**src/rtl/noise_gate_if.sv**
```systemverilog
// Sample stream bundle for noise_gate: strobed input sample in, gated sample plus gain status out.
interface noise_gate_if;
  logic               in_stb;
  logic signed [15:0] din;
  logic               out_stb;
  logic signed [15:0] dout;
  logic               gate_open;
  logic        [8:0]  gain;

  modport master (
    output in_stb, din,
    input  out_stb, dout, gate_open, gain
  );

  modport slave (
    input  in_stb, din,
    output out_stb, dout, gate_open, gain
  );
endinterface

```
**src/rtl/noise_gate.sv**
```systemverilog
// Per-channel noise gate: peak envelope, hysteresis/hold state machine, gain ramp, 3-stage pipeline.
// NOISE_GATE_RAMP_EN enables gradual attack/release ramps; otherwise the gain steps 0 <-> 256 at once.
module noise_gate #(
  parameter logic [15:0] OPEN_TH      = 16'd1024,
  parameter logic [15:0] CLOSE_TH     = 16'd512,
  parameter int unsigned DECAY_SHIFT  = 6,
  parameter logic [15:0] HOLD_SAMPLES = 16'd2400,
  parameter logic [8:0]  ATTACK_STEP  = 9'd16,
  parameter logic [8:0]  RELEASE_STEP = 9'd1
) (
  input logic         clk,
  input logic         reset,
  noise_gate_if.slave bus
);

  localparam logic [8:0] GAIN_MAX = 9'd256;

`ifdef NOISE_GATE_RAMP_EN
  localparam bit         RAMP    = 1'b1;
  localparam logic [8:0] UP_STEP = ATTACK_STEP;
  localparam logic [8:0] DN_STEP = RELEASE_STEP;
`else
  // Steps of at least full scale saturate the gain in a single sample.
  localparam bit         RAMP    = 1'b0;
  localparam logic [8:0] UP_STEP = (ATTACK_STEP > GAIN_MAX) ? ATTACK_STEP : GAIN_MAX;
  localparam logic [8:0] DN_STEP = (RELEASE_STEP > GAIN_MAX) ? RELEASE_STEP : GAIN_MAX;
`endif

  typedef enum logic [2:0] {StClosed, StAttack, StOpen, StHold, StRelease} state_e;

  state_e             state_q;
  logic               v1_q, v2_q, out_stb_q, gate_open_q;
  logic        [15:0] env_q, hold_cnt_q;
  logic signed [15:0] din1_q, din2_q, dout_q;
  logic        [8:0]  gain_q;

  logic [15:0] mag, decayed, env_d;
  logic [9:0]  gain_sum;
  logic [8:0]  gain_up, gain_dn;
  logic signed [25:0] prod;
  logic unused_prod;

  always_comb begin
    if (bus.din == 16'sh8000) begin
      mag = 16'h7fff;
    end else if (bus.din[15]) begin
      mag = ~bus.din + 16'd1;
    end else begin
      mag = bus.din;
    end
    decayed = env_q - (env_q >> DECAY_SHIFT);
    env_d   = (mag >= decayed) ? mag : decayed;
  end

  assign gain_sum = {1'b0, gain_q} + {1'b0, UP_STEP};
  assign gain_up  = (gain_sum > {1'b0, GAIN_MAX}) ? GAIN_MAX : gain_sum[8:0];
  assign gain_dn  = (gain_q > DN_STEP) ? (gain_q - DN_STEP) : 9'd0;

  assign prod        = $signed({{10{din2_q[15]}}, din2_q}) * $signed({17'd0, gain_q});
  assign unused_prod = ^{prod[25:24], prod[7:0]};

  // Stage 1 (envelope) and stage 3 (gain multiply) datapath.
  always_ff @(posedge clk or negedge reset) begin
    if (!reset) begin
      v1_q      <= 1'b0;
      v2_q      <= 1'b0;
      out_stb_q <= 1'b0;
      env_q     <= 16'd0;
      din1_q    <= 16'sd0;
      din2_q    <= 16'sd0;
      dout_q    <= 16'sd0;
    end else begin
      v1_q      <= bus.in_stb;
      v2_q      <= v1_q;
      out_stb_q <= v2_q;
      if (bus.in_stb) begin
        env_q  <= env_d;
        din1_q <= bus.din;
      end
      if (v1_q) din2_q <= din1_q;
      if (v2_q) dout_q <= prod[23:8];
    end
  end

  // Stage 2: gate state machine, stepped once per sample using the freshly updated envelope.
  always_ff @(posedge clk or negedge reset) begin
    if (!reset) begin
      state_q     <= StClosed;
      gain_q      <= 9'd0;
      hold_cnt_q  <= 16'd0;
      gate_open_q <= 1'b0;
    end else if (v1_q) begin
      unique case (state_q)
        StClosed: begin
          if (env_q >= OPEN_TH) begin
            gain_q      <= gain_up;
            gate_open_q <= 1'b1;
            state_q     <= (gain_up == GAIN_MAX) ? StOpen : StAttack;
          end
        end
        StAttack: begin
          gain_q <= gain_up;
          if (gain_up == GAIN_MAX) state_q <= StOpen;
        end
        StOpen: begin
          if (env_q < CLOSE_TH) begin
            hold_cnt_q <= HOLD_SAMPLES;
            state_q    <= StHold;
          end
        end
        StHold: begin
          if (env_q >= OPEN_TH) begin
            state_q <= StOpen;
          end else begin
            hold_cnt_q <= hold_cnt_q - 16'd1;
            if (hold_cnt_q == 16'd1) state_q <= StRelease;
          end
        end
        StRelease: begin
          if (env_q >= OPEN_TH) begin
            gain_q  <= gain_up;
            state_q <= RAMP ? StAttack : StOpen;
          end else begin
            gain_q <= gain_dn;
            if (gain_dn == 9'd0) begin
              gate_open_q <= 1'b0;
              state_q     <= StClosed;
            end
          end
        end
        default: state_q <= StClosed;
      endcase
    end
  end

  assign bus.out_stb   = out_stb_q;
  assign bus.dout      = dout_q;
  assign bus.gate_open = gate_open_q;
  assign bus.gain      = gain_q;

endmodule

```
**src/flat_wrapper.sv**
```systemverilog
// flat-port wrapper written by rule: the top's interface ports become plain ports
module noise_gate_flat 
#(
  parameter logic [15:0] OPEN_TH      = 16'd1024,
  parameter logic [15:0] CLOSE_TH     = 16'd512,
  parameter int unsigned DECAY_SHIFT  = 6,
  parameter logic [15:0] HOLD_SAMPLES = 16'd2400,
  parameter logic [8:0]  ATTACK_STEP  = 9'd16,
  parameter logic [8:0]  RELEASE_STEP = 9'd1
)
  (clk, reset, bus_in_stb, bus_din, bus_out_stb, bus_dout, bus_gate_open, bus_gain);
  noise_gate_if bus_i ();
  input logic clk;
  input logic reset;
  input wire logic [$bits(bus_i.in_stb)-1:0] bus_in_stb;
  input wire logic [$bits(bus_i.din)-1:0] bus_din;
  output wire logic [$bits(bus_i.out_stb)-1:0] bus_out_stb;
  output wire logic [$bits(bus_i.dout)-1:0] bus_dout;
  output wire logic [$bits(bus_i.gate_open)-1:0] bus_gate_open;
  output wire logic [$bits(bus_i.gain)-1:0] bus_gain;
  assign bus_i.in_stb = bus_in_stb;
  assign bus_i.din = bus_din;
  assign bus_out_stb = bus_i.out_stb;
  assign bus_dout = bus_i.dout;
  assign bus_gate_open = bus_i.gate_open;
  assign bus_gain = bus_i.gain;
  noise_gate #(.OPEN_TH(OPEN_TH), .CLOSE_TH(CLOSE_TH), .DECAY_SHIFT(DECAY_SHIFT), .HOLD_SAMPLES(HOLD_SAMPLES), .ATTACK_STEP(ATTACK_STEP), .RELEASE_STEP(RELEASE_STEP)) u_core (.clk(clk), .reset(reset), .bus(bus_i));
endmodule
```
**config.mk**
```make
export PLATFORM = sky130hd
export DESIGN_NAME = noise_gate_flat
export DESIGN_NICKNAME = d
export VERILOG_FILES = /design/src/rtl/noise_gate_if.sv /design/src/rtl/noise_gate.sv /design/src/flat_wrapper.sv
export SDC_FILE = /design/constraint.sdc
export NUM_CORES = 1
export LEC_CHECK = 0
export BUFFER_PORTS_ARGS = -buffer_cell sky130_fd_sc_hd__buf_2
export CAP_MARGIN = 15
export CORE_UTILIZATION = 28
export CTS_CLUSTER_SIZE = 12
export DETAILED_ROUTE_END_ITERATION = 10
export HOLD_SLACK_MARGIN = 0.05
export PLACE_DENSITY = 0.45
export SKIP_CTS_REPAIR_TIMING = 1
export SYNTH_ARGS = -nofsm -noshare
export SYNTH_HDL_FRONTEND = slang
export SYNTH_SLANG_ARGS = --single-unit
```
**constraint.sdc**
```tcl
create_clock -name clk -period 5.92 [get_ports clk]
set_input_delay 0.592 -clock clk [delete_from_list [all_inputs] [get_ports clk]]
set_output_delay 0.592 -clock clk [all_outputs]
set_load 0.05 [all_outputs]
```
# Word-level counts from Yosys, hierarchy flattened
# Cells that the tools add are included.
dict set report word_totals {
  regBits 96
  latch_bits 0
  ramBits 0
  romBits 0
  memories 0
}
dict set report classes {
  addsub 5
  mul 1
  div_mod_pow 0
  magnitude_cmp 5
  eq_ne 15
  shifts 0
  n_mux 24
  bitwise_logic 1
  reduce_logical 9
}
# cell count
set ops {}
lappend ops {{$mux 16} 5}
lappend ops {{$mux 9} 4}
lappend ops {{$pmux 16 s2} 1}
lappend ops {{$pmux 9 s3} 1}
lappend ops {{$mul 16x10->24} 1}
lappend ops {{$mux 3} 7}
lappend ops {{$add 16x1->16 const B} 1}
lappend ops {{$eq 16x1->1 const B} 1}
lappend ops {{$eq 16x16->1 const B} 1}
lappend ops {{$ge 16x11->1 const B} 1}
lappend ops {{$ge 16x16->1} 1}
lappend ops {{$lt 16x10->1 const B} 1}
lappend ops {{$not 16->16} 1}
lappend ops {{$sub 16x1->16 const B} 1}
lappend ops {{$sub 16x10->16} 1}
lappend ops {{$pmux 3 s5} 1}
lappend ops {{$add 9x9->10 const B} 1}
lappend ops {{$gt 10x9->1 const B} 1}
lappend ops {{$eq 9x9->1 const B} 1}
lappend ops {{$gt 9x9->1 const B} 1}
lappend ops {{$logic_not 9->1} 1}
lappend ops {{$sub 9x9->9 const B} 1}
lappend ops {{$ne 2x1->1 const B} 4}
lappend ops {{$eq 3x2->1 const B} 2}
lappend ops {{14 further kinds} 19}

# Logic depth before layout (Yosys ltp)
# Gate-level depths: netlist of run 1.
dict set report logic_depth {
  depth_word 7
  depth_mapped 21
  ltp_nobuf 19
}

# Least setup slack after synthesis of run 1
# No wires, ideal clock.
dict set report synth_path {
  path_type {flip-flop to flip-flop}
  startpoint {register u_core.gain_q[3] (netlist: u_core.bus.gain[3])}
  endpoint {register u_core.dout_q[15] (netlist: u_core.bus.dout[15])}
  arrival_ps 5862
  setup_slack_ps -68
  path_stages_with_launch 21
  path_buffers 2
  path_cell_list {dfrtp_1 clkbuf_1 clkbuf_1 nand2_1 fa_1 inv_1 fa_1 inv_1 fa_1 inv_1 fa_1 inv_1 fa_1 inv_1 ha_1 a21oi_1 nor2_1 a2111oi_2 a211oi_1 or4_1 a311o_1}
}
dict set report synth_between {
  elab_chain_cells 1
}
# item line
set synth_lines {}
lappend synth_lines {{start, declared} noise_gate.sv:35} ;# logic [8:0] gain_q;
lappend synth_lines {{start signal, assigned} noise_gate.sv:96} ;# gain_q <= gain_up;
lappend synth_lines {{start signal, assigned} noise_gate.sv:102} ;# gain_q <= gain_up;
lappend synth_lines {{start signal, assigned} noise_gate.sv:121} ;# gain_q <= gain_up;
lappend synth_lines {{$mul 16x10->24} noise_gate.sv:59} ;# assign prod = $signed({{10{din2_q[15]}}, din2_q}) * $signed({17'd0, gain_q});
lappend synth_lines {{end signal, assigned} noise_gate.sv:81} ;# if (v2_q) dout_q <= prod[23:8];
lappend synth_lines {{end, declared} noise_gate.sv:34} ;# logic signed [15:0] din1_q, din2_q, dout_q;
# No other way between the ends.
# A chain may end at the register's enable or synchronous reset.

# Final worst setup path of run 1
# Ends and elaborated chain as after synthesis.

==> reports/results.md, run 1 <==
Routing
* 0 — Remaining DRCs
* 0 — residual antenna-violating net count after detailed routing
* 15.8 um — routed len/inst
* 7,370 — Via Count
* 333 — drt first-iter violations
* 5 — number of iterations in the first detailed-routing pass
* 4.63 — DR vias/cell
* 25.1 mm — Total Routed Length

Worst setup path
* sky130_fd_sc_hd__fa_1 — cell with the largest stage delay on the worst path
* u_core.bus.gain[3] — Reg2Reg Launch Point
* 0.56 ns — largest stage delay on the critical path
* 19 — number of cell instances on the worst register-to-register path
* flip-flop — critical path startpoint category
* reg -> reg — start-to-end type of the worst setup path
* nand2_1 > fa_1 > inv_1 > fa_1 > inv_1 > fa_1 > inv_1 > fa_1 > inv_1 > fa_1 > inv_1 > ha_1 > a21oi_1 > nor2_1 > a2111oi_2 > buf_4 > a211oi_1 > or4_1 > a311o_1 — crit path cell chain
* flip-flop — kind of end point of the critical path
* u_core.bus.dout[15] — reg-to-reg critical path endpoint
* 5.88 ns — worst endpoint data arrival time
* 13 — highest net fanout along the worst path
* 6.18 ns — Crit path required time
* 0.30 ns — flop2flop setup slack

Die
* 0.0376 mm2 — die outline area
* 69 — placement row count
* 46 — I/O pin cnt
* 0.0359 mm2 — Placeable Area
* 28.7% — effective utilization at floorplan
* 194 um — Chip Height
* 194 um — horizontal extent of the die

Job
* 0 — max-cap viol count

Final layout
* 10.5% — area grow syn2layout
* 1,339 — nets@finish
* 0 — Antenna diodes
* sky130_fd_sc_hd__inv_1 — commonest non-fill, non-tap cell in the layout
* sky130_fd_sc_hd__inv_1 (164), sky130_fd_sc_hd__fa_1 (115), sky130_fd_sc_hd__nand2_1 (111) — commonest cells after routing, fill and taps aside
* 3,777 — Fillers
* 13.4% — share of post-route cells with drive strength above 1

Clock tree
* 9 — clock buffer count from CTS
* 0.09 ns — clock-pin slew on the worst setup and hold paths
* sky130_fd_sc_hd__clkbuf_16 — CTS Root Cell
* 3 — CTS H-tree depth
* 96 — number of sinks driven by the clock tree
* 0.37 ns — insertion delay of the later-clocked pin in the worst-skew pair
* 2 — maximum buffer depth of the clock tree
* built — clock tree from TritonCTS

Power and ir drop
* 0.00208 W — Internal
* 334 mW/mm2 — power density of the placed cells
* 0.244 mV — largest vdd supply drop
* 16.3% — share of total power in the clock network
* 57.3% — proportion of power drawn by combinational gates
* 5.64 nW — static leakage
* 26.3% — fraction of power consumed by sequential logic
* 0.00172 W — Psw
* 45.3% — switch share

GRT
* 1 — number of antenna violations at the first check in global routing
* 51 — maximum number of pins on one net before global-route repair
* 43.1 mm — wire length of the first global-routing pass
* 7,986 — number of global-route vias before repair
* 14.3% — gr usage total
* 0 — total congestion overflow after global routing

Timing
* 38.6% — worst slew margin relative to its limit
* 0.921 ns — worst-margin pin slew
* 0 — final-report max-slew violation count
* 94.9% — Final period util
* false — unrepaired setup endpoints after global routing
* 0.178 GHz — Fmax
* 0 ns — aggregate negative setup slack
* 5.62 ns — Tmin final
* 0 — Final Hold Fails
* 0.264 ns — post-route worst hold slack
* 0 — count of endpoints failing setup in the final report
* 0.0175 ns — largest clock skew in the final design

Synthesis
* 0 — warning count from the yosys run
* 64 — number of distinct library cell variants in the gate-level netlist after synthesis
* 9.40 um2 — Synth Area per Inst
* 0 — Post-synth EDFFs
* 1,097 — post-synthesis cell count
* 1,310 — total nets after synthesis
* 100% — fraction of synthesis flops using an asynchronous set or reset pin
* 0.0103 mm2 — Syn Std Cell Area
* sky130_fd_sc_hd__dfrtp_1 — predominant post-synthesis flop cell
* 23.3% — part of the Yosys area used for sequential elements
* 96 — total of flip-flops plus latches after synthesis

Placed design
* 0.808 — routability congestion estimate
* 45 — buffers added on ports
* 19.9 mm — Detailed Place HPWL

Outcome
* finished clean — outcome

Hold path
* in -> async — Hold Crit Class

-- kinds of logic after synthesis --
kind of cell               synth area share [%]
xor gates and xnor gates                   3.91
AOI/OAI and AO/OA                          10.3
muxes                                      5.80
and+or+nand+nor                            16.8
adders and majority gates                  31.9
buffers and inverters                      7.95
DFF                                        23.3
-- worst max-delay path: cells and delay by family (launching register included) --
family / cells / cell delay [ns]
AND/OR/NAND/NOR: 3 / 0.73
flip-flops: 1 / 0.51
AO/OA/AOI/OAI: 4 / 0.95
buffers and inverters: 6 / 0.44
adder cells (fa/ha/maj): 6 / 2.89
-- metrics by stage --
| step | util (%) | power, W | cell area [um2] | cells | worst slack [ns] |
|---|---|---|---|---|---|
| 2_1_floorplan | - | 0.00268 | 10300 | 1097 | 0.0543 |
| 3_3_place_gp | 30.9 | 0.00319 | 11100 | 1575 | 0.166 |
| 3_5_place_dp | 30.9 | 0.00322 | 11100 | 1575 | 0.145 |
| 4_1_cts | 31.7 | 0.00387 | 11400 | 1591 | 0.164 |
| 5_1_grt | 31.7 | 0.00421 | 11400 | 1592 | 0.000810 |
| 6_report | 31.7 | 0.00380 | 11400 | 1592 | 0.300 |
-- flip-flops by register name (all words and copies together) (netlist names), 3 cells and up --
| signal | cells |
|---|---|
| u_core.din1_q | 16 |
| u_core.din2_q | 16 |
| u_core.bus.gain | 9 |
| u_core.hold_cnt_q | 16 |
| u_core.state_q | 3 |
| u_core.bus.dout | 16 |
| u_core.env_q | 16 |
-- power groups by stage --
stage	clock, W	sequential, W	combinational, W
3_5_place_dp	0	0.00101	0.00221
4_1_cts	0.000648	0.00100	0.00222
6_report	0.000621	0.00100	0.00218
3_3_place_gp	0	0.00101	0.00218
2_1_floorplan	0	0.00107	0.00162
5_1_grt	0.000672	0.00103	0.00251
-- cells in the mapped netlist (3+ instances only) --
master	number	share of area, %
sky130_fd_sc_hd__inv_1	164	6.0
sky130_fd_sc_hd__fa_1	115	22
sky130_fd_sc_hd__nand2_1	111	4.0
sky130_fd_sc_hd__dfrtp_1	96	23
sky130_fd_sc_hd__and2_1	86	5.2
sky130_fd_sc_hd__ha_1	79	9.6
sky130_fd_sc_hd__mux2_2	46	5.0
sky130_fd_sc_hd__clkbuf_1	45	1.6
sky130_fd_sc_hd__a21oi_1	41	2.0
sky130_fd_sc_hd__nor2_1	39	1.4
sky130_fd_sc_hd__o21ai_0	35	1.7
sky130_fd_sc_hd__xnor2_1	27	2.3
sky130_fd_sc_hd__xor2_1	19	1.6
sky130_fd_sc_hd__a21o_1	17	1.2
sky130_fd_sc_hd__nand3_1	17	0.83
sky130_fd_sc_hd__nor3_1	14	0.68
sky130_fd_sc_hd__a31oi_1	8	0.49
sky130_fd_sc_hd__mux2i_1	8	0.78
sky130_fd_sc_hd__nand2b_1	8	0.49
sky130_fd_sc_hd__nor4_1	8	0.49
sky130_fd_sc_hd__o31ai_1	8	0.58
sky130_fd_sc_hd__nand3b_1	7	0.51
sky130_fd_sc_hd__nor2b_1	7	0.42
sky130_fd_sc_hd__o211ai_1	7	0.51
sky130_fd_sc_hd__or3_1	6	0.36
sky130_fd_sc_hd__nand4_1	5	0.30
sky130_fd_sc_hd__o41ai_1	5	0.42
sky130_fd_sc_hd__a2bb2oi_1	4	0.34
sky130_fd_sc_hd__and3_1	4	0.24
sky130_fd_sc_hd__and4_1	4	0.34
sky130_fd_sc_hd__buf_2	4	0.19
sky130_fd_sc_hd__o21a_1	4	0.29
sky130_fd_sc_hd__o221ai_1	3	0.25
sky130_fd_sc_hd__or3b_2	3	0.25
-- final cells by class --
class	instances	area (um2)	area share, %
Multi-Input combinational cell	786	7090	62.2
Sequential cell	96	2410	21.2
Inverter	165	619	5.44
Tap cell	461	577	5.06
Timing Repair Buffer	68	397	3.48
Clock buffer	10	229	2.01
Clock inverter	6	67.6	0.593
-- layer usage --
metal | global-route usage, % | vias up | wire (um)
li1 | - | 3655 | -
met2 | 24.3 | 77 | 12000
met3 | 1.91 | 19 | 667
met1 | 19.4 | 3617 | 12200
met5 | 0 | - | 10
met4 | 3.12 | 2 | 301
-- worst max path at each step --
stage,startpoint,end,slack [ns],cells past startpoint
global route,u_core.bus.gain[3],u_core.bus.dout[15],0.0008,19
CTS,u_core.din2_q[9],u_core.bus.dout[15],0.16,17
global placement,u_core.din2_q[9],u_core.bus.dout[15],0.17,17
finish,u_core.bus.gain[3],u_core.bus.dout[15],0.30,19
detailed placement,u_core.din2_q[9],u_core.bus.dout[15],0.14,17
floorplan,u_core.bus.gain[3],u_core.bus.dout[15],0.05,20
Power figures use the tool's default switching activity.
==> run 2: changes to the inputs <==
--- a/config.mk
+++ b/config.mk
@@ -5,13 +5,13 @@
 export SDC_FILE = /design/constraint.sdc
 export NUM_CORES = 1
 export LEC_CHECK = 0
-export BUFFER_PORTS_ARGS = -buffer_cell sky130_fd_sc_hd__buf_2
+export BUFFER_PORTS_ARGS = -buffer_cell sky130_fd_sc_hd__buf_4
 export CAP_MARGIN = 15
-export CORE_UTILIZATION = 28
+export CORE_UTILIZATION = 40
 export CTS_CLUSTER_SIZE = 12
 export DETAILED_ROUTE_END_ITERATION = 10
 export HOLD_SLACK_MARGIN = 0.05
-export PLACE_DENSITY = 0.45
+export PLACE_DENSITY = 0.59
 export SKIP_CTS_REPAIR_TIMING = 1
 export SYNTH_ARGS = -nofsm -noshare
 export SYNTH_HDL_FRONTEND = slang
==> reports/results.md, run 2 (synthesis gave the netlist of run 1 again) <==
Final layout
* 13.0% — share of post-route cells with drive strength above 1
* sky130_fd_sc_hd__inv_1 (164), sky130_fd_sc_hd__fa_1 (115), sky130_fd_sc_hd__nand2_1 (111) — commonest cells after routing, fill and taps aside
* 2,451 — Fillers
* 0 — Antenna diodes
* 9.81% — area grow syn2layout
* 1,335 — nets@finish
* 0.0113 mm2 — summed area of non-filler cells in the final layout
* sky130_fd_sc_hd__inv_1 — commonest non-fill, non-tap cell in the layout
* 1,457 — Post-Layout Cell Count

Placed design
* 45 — buffers added on ports
* 1,441 — DP Cell Count
* 0.105 ns — post-placement worst setup slack
* 18.2 mm — Detailed Place HPWL
* 0.0110 mm2 — area after detailed placement
* 0.822 — routability congestion estimate

GRT
* 26.0% — met1 capacity usage during global routing
* 40.0 mm — wire length of the first global-routing pass
* 0 — total congestion overflow after global routing
* 7,954 — number of global-route vias before repair
* met2 — GRT busiest layer
* 19.0% — gr usage total
* 80 — maximum number of pins on one net before global-route repair
* 2.72% — met3 demand-to-capacity share in global routing
* 1 — number of antenna violations at the first check in global routing
* 32.1% — routing usage on met2

Routing
* 355 — drt first-iter violations
* 15.9 um — routed len/inst
* 5.15 — DR vias/cell
* 7,502 — Via Count
* 0 — residual antenna-violating net count after detailed routing
* 23.1 mm — Total Routed Length
* 5 — number of iterations in the first detailed-routing pass
* 0 — Remaining DRCs

Timing
* 0 — final-report max-slew violation count
* 27.4% — worst slew margin relative to its limit
* 0 — Final Hold Fails
* 5.59 ns — Tmin final
* 0 ns — aggregate negative setup slack
* 0.179 GHz — Fmax
* 94.4% — Final period util
* false — unrepaired setup endpoints after global routing
* 1.06 ns — worst-margin pin slew
* 0.334 ns — final worst slack
* 0 — count of endpoints failing setup in the final report
* 0.00977 ns — largest clock skew in the final design

Clock tree
* 3 — CTS H-tree depth
* 9 — clock buffer count from CTS
* 96 — number of sinks driven by the clock tree
* 0.35 ns — insertion delay of the later-clocked pin in the worst-skew pair
* sky130_fd_sc_hd__clkbuf_16 — CTS Root Cell
* 0.07 ns — clock-pin slew on the worst setup and hold paths
* built — clock tree from TritonCTS
* 2 — maximum buffer depth of the clock tree

Worst setup path
* flip-flop — kind of end point of the critical path
* 10 — highest net fanout along the worst path
* u_core.bus.dout[15] — reg-to-reg critical path endpoint
* reg -> reg — start-to-end type of the worst setup path
* u_core.din2_q[5] — timing startpoint of the critical path
* u_core.din2_q[5] — Reg2Reg Launch Point
* 18 — number of cell instances on the worst register-to-register path
* flip-flop — critical path startpoint category
* 6.16 ns — Crit path required time
* u_core.bus.dout[15] — capturing instance or port of the critical path
* 5.83 ns — worst endpoint data arrival time
* 0.33 ns — flop2flop setup slack

Die
* 0.0264 mm2 — die outline area
* 40.8% — effective utilization at floorplan
* 163 um — Chip Height
* 0.0253 mm2 — Placeable Area
* 163 um — horizontal extent of the die
* 46 — I/O pin cnt
* 58 — placement row count

Power and ir drop
* 5.67 nW — static leakage
* 0.314 mV — largest vdd supply drop
* 335 mW/mm2 — power density of the placed cells

Hold path
* in -> async — Hold Crit Class

Outcome
* finished clean — outcome

Job
* 0 — max-cap viol count

## run 2: cell types whose count changed in the layout (fill, tap and decap cells not counted), sizes merged
cell,change
inv,+1
buf,-3
clkinvlp,-1
clkbuf,-1
## run 2: per-layer routing
metal	part of all wire, %	vias up
li1	-	3641
met2	47	106
met3	2.6	23
met4	1.3	0
met5	0	-
met1	49	3732
## run 2: layout make-up
class | count | area, um2 | area share, %
well taps | 330 | 413 | 3.65
clock inverters | 6 | 67.6 | 0.597
inverters | 165 | 619 | 5.47
clock buffers | 10 | 229 | 2.02
repair buffers | 64 | 480 | 4.24
flip-flops and latches | 96 | 2410 | 21.3
multi-input cells | 786 | 7110 | 62.8
## run 2: critical path, cell delays in order, from the launching register on
cell,delay [ns]
sky130_fd_sc_hd__dfrtp_1,0.51
sky130_fd_sc_hd__nand2_1,0.13
sky130_fd_sc_hd__fa_1,0.54
sky130_fd_sc_hd__inv_1,0.05
sky130_fd_sc_hd__fa_1,0.50
sky130_fd_sc_hd__inv_1,0.06
sky130_fd_sc_hd__fa_1,0.47
sky130_fd_sc_hd__inv_1,0.05
sky130_fd_sc_hd__fa_1,0.52
sky130_fd_sc_hd__inv_1,0.05
sky130_fd_sc_hd__fa_1,0.53
sky130_fd_sc_hd__inv_1,0.04
sky130_fd_sc_hd__ha_1,0.36
sky130_fd_sc_hd__a21oi_1,0.21
sky130_fd_sc_hd__nor2_1,0.10
sky130_fd_sc_hd__a2111oi_4,0.33
sky130_fd_sc_hd__a211oi_2,0.18
sky130_fd_sc_hd__or4_1,0.51
sky130_fd_sc_hd__a311o_1,0.32
## run 2: stage by stage
stage          power [W]  utilization [%]  hold slack (ns)
2_1_floorplan    0.00268                -            0.296
5_1_grt          0.00418             44.8            0.129
3_5_place_dp     0.00320             43.6            0.480
3_3_place_gp     0.00315             43.6            0.479
4_1_cts          0.00383             44.8            0.116
6_report         0.00380             44.8            0.119
## run 2: worst min-delay path by stage
stage / start / to / depth (start not counted)
after floorplan: reset / u_core.bus.dout[0] / 0
after global placement: u_core.env_q[5] / u_core.env_q[5] / 2
after detailed placement: u_core.env_q[5] / u_core.env_q[5] / 2
after CTS: reset / u_core.bus.dout[7] / 1
after global routing: reset / u_core.bus.dout[4] / 1
final: reset / u_core.bus.dout[4] / 1
## run 2: where the power goes
part           internal, W  leakage [nW]  switching, W
clock             0.000331         0.145      0.000275
combinational     0.000953          4.35       0.00124
sequential        0.000818          1.17      0.000179
total              0.00210          5.67       0.00169
